--- config.mk ---
export PLATFORM = sky130hd
export DESIGN_NAME = fetch_sequencer
export DESIGN_NICKNAME = d
export VERILOG_FILES = /design/src/rtl/mips_pkg.sv /design/src/rtl/pc_register.sv /design/src/rtl/fetch_sequencer.sv
export SDC_FILE = /design/constraint.sdc
export NUM_CORES = 1
export LEC_CHECK = 0
export BUFFER_PORTS_ARGS = -buffer_cell sky130_fd_sc_hd__buf_2
export CAP_MARGIN = 20
export CORE_ASPECT_RATIO = 1.1
export CORE_UTILIZATION = 50
export CTS_CLUSTER_SIZE = 20
export DETAILED_ROUTE_END_ITERATION = 12
export GPL_TIMING_DRIVEN = 0
export PLACE_DENSITY = 0.78
export SLEW_MARGIN = 20
export SYNTH_ARGS = -nofsm -noshare
export SYNTH_HDL_FRONTEND = slang
export SYNTH_HIERARCHICAL = 1
export SYNTH_SLANG_ARGS = --single-unit
--- constraint.sdc ---
create_clock -name Clk -period 4.8 [get_ports Clk]
set_input_delay 0.72 -clock Clk [delete_from_list [all_inputs] [get_ports Clk]]
set_output_delay 0.72 -clock Clk [all_outputs]
set_load 0.005 [all_outputs]
--- src/rtl/mips_pkg.sv ---
// -----------------------------------------------------------------------------
// mips_pkg
// Shared definitions for the MIPS instruction-fetch front end.
//   fetch_state_e : fetch controller state encoding (BOOT, RUN, HALT)
//   NOP_WORD      : instruction word placed in IF/ID on squash or bubble
//   WORD_BYTES    : size of one instruction word in bytes
// -----------------------------------------------------------------------------
package mips_pkg;

    typedef enum logic [1:0] {
        BOOT = 2'd0,
        RUN  = 2'd1,
        HALT = 2'd2
    } fetch_state_e;

    localparam logic [31:0] NOP_WORD   = 32'h0000_0000;
    localparam logic [31:0] WORD_BYTES = 32'd4;

endpackage : mips_pkg

--- src/rtl/pc_register.sv ---
// -----------------------------------------------------------------------------
// pc_register
// Program counter with its next-PC selection. Priority: reset, load (redirect),
// hold, increment. Every value written is word aligned and wrapped to the
// instruction memory byte range, so bits above that range always read as 0.
//
// Ports
//   Clk        in   system clock
//   Rst        in   synchronous active-high reset, PC <= RESET_PC
//   LoadEn     in   load LoadTarget (branch/jump redirect)
//   LoadTarget in   byte address to load; bits [1:0] and out-of-range bits drop
//   HoldEn     in   keep the current PC
//   Pc         out  current program counter
// -----------------------------------------------------------------------------
module pc_register
    import mips_pkg::*;
#(
    parameter int          IMEM_WORDS = 128,   // must be a power of two
    parameter logic [31:0] RESET_PC   = 32'h0000_0000
) (
    input  logic        Clk,
    input  logic        Rst,
    input  logic        LoadEn,
    input  logic [31:0] LoadTarget,
    input  logic        HoldEn,
    output logic [31:0] Pc
);

    // Byte-range mask of the memory with the two byte-offset bits cleared;
    // applying it both aligns and performs the modulo IMEM_WORDS*4 wrap.
    localparam logic [31:0] RANGE_MASK = (32'(IMEM_WORDS) * WORD_BYTES) - 32'd1;
    localparam logic [31:0] ALIGN_MASK = RANGE_MASK & ~32'd3;

    logic [31:0] pc_q;
    logic [31:0] pc_d;

    always_comb begin
        pc_d = pc_q;
        if (LoadEn) begin
            pc_d = LoadTarget & ALIGN_MASK;
        end else if (!HoldEn) begin
            pc_d = (pc_q + WORD_BYTES) & ALIGN_MASK;
        end
    end

    always_ff @(posedge Clk) begin
        if (Rst) begin
            pc_q <= RESET_PC & ALIGN_MASK;
        end else begin
            pc_q <= pc_d;
        end
    end

    assign Pc = pc_q;

endmodule : pc_register

--- src/rtl/fetch_sequencer.sv ---
// -----------------------------------------------------------------------------
// fetch_sequencer
// Instruction-fetch controller: owns the PC (via pc_register), addresses the
// combinational instruction memory and captures the returned word into the
// IF/ID register. Handles stalls, redirects with wrong-path squash, and halt.
//
// Ports
//   Clk             in   system clock
//   Rst             in   synchronous active-high reset, overrides everything
//   Stall           in   hold PC and IF/ID
//   Redirect        in   taken branch/jump; fetch resumes at RedirectTarget
//   RedirectTarget  in   byte address of the new fetch point
//   Halt            in   one-cycle request to stop fetching until reset
//   IMemAddress     out  instruction memory address (the PC)
//   IMemInstruction in   word returned by memory in the same cycle
//   IF_Instruction  out  IF/ID instruction word
//   IF_PCPlus4      out  PC+4 of the captured instruction (not wrapped)
//   IF_Valid        out  IF/ID holds a real, non-squashed instruction
//   FetchCount      out  instructions accepted into IF/ID since reset
//   Halted          out  controller is in HALT
// -----------------------------------------------------------------------------
module fetch_sequencer
    import mips_pkg::*;
#(
    parameter int          IMEM_WORDS = 128,
    parameter logic [31:0] RESET_PC   = 32'h0000_0000,
    parameter logic [31:0] NOP_WORD   = mips_pkg::NOP_WORD
) (
    input  logic        Clk,
    input  logic        Rst,
    input  logic        Stall,
    input  logic        Redirect,
    input  logic [31:0] RedirectTarget,
    input  logic        Halt,
    output logic [31:0] IMemAddress,
    input  logic [31:0] IMemInstruction,
    output logic [31:0] IF_Instruction,
    output logic [31:0] IF_PCPlus4,
    output logic        IF_Valid,
    output logic [31:0] FetchCount,
    output logic        Halted
);

    fetch_state_e state_q, state_d;
    logic [31:0]  if_instr_q, if_instr_d;
    logic [31:0]  if_pcp4_q,  if_pcp4_d;
    logic         if_valid_q, if_valid_d;
    logic [31:0]  fetch_cnt_q, fetch_cnt_d;

    logic [31:0]  pc;
    logic         pc_load;
    logic         pc_hold;

    pc_register #(
        .IMEM_WORDS (IMEM_WORDS),
        .RESET_PC   (RESET_PC)
    ) u_pc_register (
        .Clk        (Clk),
        .Rst        (Rst),
        .LoadEn     (pc_load),
        .LoadTarget (RedirectTarget),
        .HoldEn     (pc_hold),
        .Pc         (pc)
    );

    // Next-state and IF/ID update. Only RUN moves the PC; BOOT and HALT hold it.
    always_comb begin
        state_d     = state_q;
        if_instr_d  = if_instr_q;
        if_pcp4_d   = if_pcp4_q;
        if_valid_d  = if_valid_q;
        fetch_cnt_d = fetch_cnt_q;
        pc_load     = 1'b0;
        pc_hold     = 1'b1;

        unique case (state_q)
            BOOT: begin
                state_d    = RUN;
                if_valid_d = 1'b0;
            end
            RUN: begin
                if (Halt) begin
                    state_d    = HALT;
                    if_instr_d = NOP_WORD;
                    if_valid_d = 1'b0;
                end else if (Redirect) begin
                    // The word fetched this cycle is wrong-path: squash it.
                    pc_load    = 1'b1;
                    if_instr_d = NOP_WORD;
                    if_valid_d = 1'b0;
                end else if (!Stall) begin
                    pc_hold     = 1'b0;
                    if_instr_d  = IMemInstruction;
                    if_pcp4_d   = pc + WORD_BYTES;  // reported unwrapped
                    if_valid_d  = 1'b1;
                    fetch_cnt_d = fetch_cnt_q + 32'd1;
                end
            end
            HALT: begin
                if_valid_d = 1'b0;
            end
            default: begin
                state_d    = BOOT;
                if_valid_d = 1'b0;
            end
        endcase
    end

    always_ff @(posedge Clk) begin
        if (Rst) begin
            state_q     <= BOOT;
            if_instr_q  <= NOP_WORD;
            if_pcp4_q   <= 32'd0;
            if_valid_q  <= 1'b0;
            fetch_cnt_q <= 32'd0;
        end else begin
            state_q     <= state_d;
            if_instr_q  <= if_instr_d;
            if_pcp4_q   <= if_pcp4_d;
            if_valid_q  <= if_valid_d;
            fetch_cnt_q <= fetch_cnt_d;
        end
    end

    assign IMemAddress    = pc;
    assign IF_Instruction = if_instr_q;
    assign IF_PCPlus4     = if_pcp4_q;
    assign IF_Valid       = if_valid_q;
    assign FetchCount     = fetch_cnt_q;
    assign Halted         = (state_q == HALT);

endmodule : fetch_sequencer

==> flow_summary_export.csv <==
group,metric,value,unit
yosys,synth_cells,566,
setup_path,worst_ep_required_time,5.10,ns
pwr,power.clock.fraction,0.344,
cells_and_area,fillerInstances,858,
pwr,power_switching,416,uW
clock_network,cts_repair_resize_count,0,
die,die_h,106,um
hold_path,worst_hold_path_type,"register to register",
sta,setup_tns,0,ns
clock_network,cts_tree,"done",
die,die_area,0.0101,mm^2
cells_and_area,finalCoreUtilization,0.644,
sta,period_share,0.546,
sta,rsz0062_at_grt,"no",
detailed_routing,vias_per_cell,5.43,
yosys,yosysSeqAreaShare,0.436,
sta,setup_violations,0,
cells_and_area,share_of_layout_cells_above_drive_strength_1,0.273,
clock_network,cts-hold-fix-buffers,0,
yosys,post_synth_main_area_contributors,"dfxtp_1 44%, nor2_1 7.3%, xnor2_1 6.5%",
detailed_routing,routed_wirelength,12800,um
yosys,number_of_distinct_standard_cells_referenced_by_the_synthesized_netlist,41,
placement,port_buffers,148,
yosys,ys_dominant_reg_cell,"dfxtp_1",
yosys,post_synthesis_async_set_or_reset_flop_share,0,
sta,timing.clock.skew,0.0122,ns
die,design.portCount,199,
clock_network,postCtsSetupBuffers,0,
detailed_routing,drtAntennaViolNets,0,
clock_network,clock-root-buffer,"clkbuf_8",
setup_path,worst-path-max-fanout,10,
placement,pre_cts_ws,1.82,ns
die,die_x,96.1,um
setup_path,worstPathArrival,2.92,ns
placement,post_dp_cell_area,0.00585,mm^2
yosys,yosysWarningCount,6,
yosys,ys_ff_latch,106,
sta,highest_attainable_clock_frequency,0.382,GHz
detailed_routing,routed_wire_length_per_instance,14.7,um
sta,final-hold-violation-count,0,
yosys,mappedNetlistArea,0.00487,mm^2
sta,report.final.slew_viol_count,0,
clock_network,htree_num_levels,3,
sta,setup_ws,2.18,ns
cells_and_area,nets,821,
detailed_routing,drt_pre_antenna_iters,5,
sta,tightest_slew,0.694,ns
detailed_routing,drcViolationCount,0,
pwr,power_density,269,mW/mm^2
pwr,seq_power_share,0.560,
detailed_routing,first_iter_violations,219,
yosys,synth_top_cells_by_count,"106 x dfxtp_1, 95 x nor2_1, 36 x nand2_1, 36 x xnor2_1, 32 x a22oi_1",
cells_and_area,num_antenna_cells,0,
grt,globalRouteOverflowTotal,0,
placement,dp_hpwl,9780,um
sta,finalCriticalPeriod,2.62,ns
pwr,p_leak,0.00246,uW
detailed_routing,num_vias,4729,
clock_network,insertion_delay,0.37,ns
pwr,combinationalPowerShare,0.096,
grt,grt_antenna_before_repair,0,
pwr,power.switching_fraction,0.256,
setup_path,endpoint_kind,"register",
cells_and_area,seq_area,0.00212,mm^2
setup_path,startpoint_type,"input port",
placement,gp_routability_congestion,0.916,
pwr,cellInternalPower,1210,uW
grt,wire_length_of_the_first_global_routing_pass,20400,um
die,initial_core_utilization,0.518,
die,placeableCoreArea,0.00940,mm^2
yosys,synth_edf_count,0,
setup_path,startpoint_to_endpoint_class_of_the_critical_path,"input port to register",
clock_network,cts.reportedPaths.clkPinSlew,0.10,ns
yosys,synth_top_area_cell,"dfxtp_1",
pwr,irDropWorstVdd,0.000176,V
yosys,synth_most_common_cell,"dfxtp_1",
cells_and_area,post_layout_inst_area,0.00605,mm^2
grt,overall_routing_resource_usage,0.256,
yosys,synth_top_cell_area_share,0.436,
grt,grt_max_degree,19,
cells_and_area,area_growth,24.2,%
clock_network,cts.path.max_buffers,2,
grt,grt_pass1_vias,4483,
sta,max_slew_margin,0.530,
job,max_cap_viols,0,
clock_network,clock_sinks,106,
status,run_status,"finished clean",
cells_and_area,multiInputGateArea,0.00248,mm^2
yosys,syn-mean-instance-area,8.61,um^2
clock_network,cts_inserted_buffers,9,
die,rows,37,
-- cell families after synthesis --
group | share of synthesized area
AND/OR/NAND/NOR | 0.249
flip-flops | 0.436
AO/OA/AOI/OAI | 0.140
buffers and inverters | 0.0732
XOR/XNOR | 0.0917
adder cells (fa/ha/maj) | 0.00770
other | 0.000770
multiplexers | 0.00231
-- worst max-delay path, stage by stage --
cell and delay [ns]:
buf_2 0.12, or4b_1 0.48, buf_2 0.18, nor2_1 0.22, clkbuf_1 0.45, clkbuf_1 0.49
nand2_1 0.11, a21oi_1 0.14
-- power by group through the flow --
stage	Sequential, uW	Clock (uW)	Combinational, uW
floorplan	930	0	95.5
global placement	931	0	147
detailed placement	932	0	150
CTS	912	574	150
global route	915	605	174
finish	912	560	156
-- per-stage QoR --
stage               std cells  total power [uW]  hold slack (ns)
floorplan                 590              1030            0.430
global placement          855              1080            0.432
detailed placement        855              1080            0.453
CTS                       871              1640            0.474
global route              871              1690            0.502
finish                    871              1630            0.466
-- sequential cells by signal, indices dropped and copies added (netlist names) --
signal            count
IF_PCPlus4           32
IF_Instruction       32
IF_Valid              1
state_q               2
FetchCount           32
u_pc_register/Pc      7
-- worst paths after layout --
| check | from | endpoint | slack [ns] | cells past startpoint |
|---|---|---|---|---|
| worst max register to register | state_q[1] | IF_PCPlus4[3] | 2.30 | 7 |
| worst min register to register | IF_PCPlus4[1] | IF_PCPlus4[1] | 0.47 | 2 |
| worst min-delay path | IF_PCPlus4[1] | IF_PCPlus4[1] | 0.47 | 2 |
| worst max-delay path | Halt | IF_PCPlus4[3] | 2.18 | 8 |
-- routing by layer --
| layer | GRT usage | vias up | routed length (um) |
|---|---|---|---|
| li1 | - | 2329 | - |
| met1 | 0.306 | 2234 | 5320 |
| met2 | 0.435 | 148 | 6330 |
| met3 | 0.0563 | 18 | 909 |
| met4 | 0.108 | 0 | 229 |
| met5 | 0 | - | 0 |
-- layout by cell type (no fill, tap or decap), types with 3 or more instances in the layout --
| master | instances |
|---|---|
| a211oi_1 | 29 |
| a21oi_1 | 16 |
| a22oi_1 | 32 |
| a311oi_1 | 4 |
| and2_1 | 3 |
| and3_1 | 8 |
| and4_1 | 3 |
| buf_2 | 151 |
| buf_4 | 25 |
| clkbuf_1 | 28 |
| clkbuf_8 | 9 |
| conb_1 | 25 |
| dfxtp_1 | 106 |
| ha_1 | 3 |
| inv_1 | 10 |
| nand2_1 | 36 |
| nand3_1 | 23 |
| nand4_1 | 14 |
| nor2_1 | 95 |
| nor3_1 | 10 |
| nor4_1 | 13 |
| nor4_2 | 6 |
| o21ai_0 | 12 |
| o31ai_1 | 4 |
| or3_1 | 13 |
| or4_1 | 3 |
| xnor2_1 | 36 |
| xor2_1 | 15 |
-- cell type report --
class                   instances  area share
plain buffers                  56      0.0521
clock buffers                  10      0.0211
clock inverters                 6      0.0122
inverters                      11     0.00682
multi-input cells             417       0.410
flip-flops and latches        106       0.351
well taps                     117      0.0242
repair buffers                148       0.122
Power figures use the tool's default switching activity.
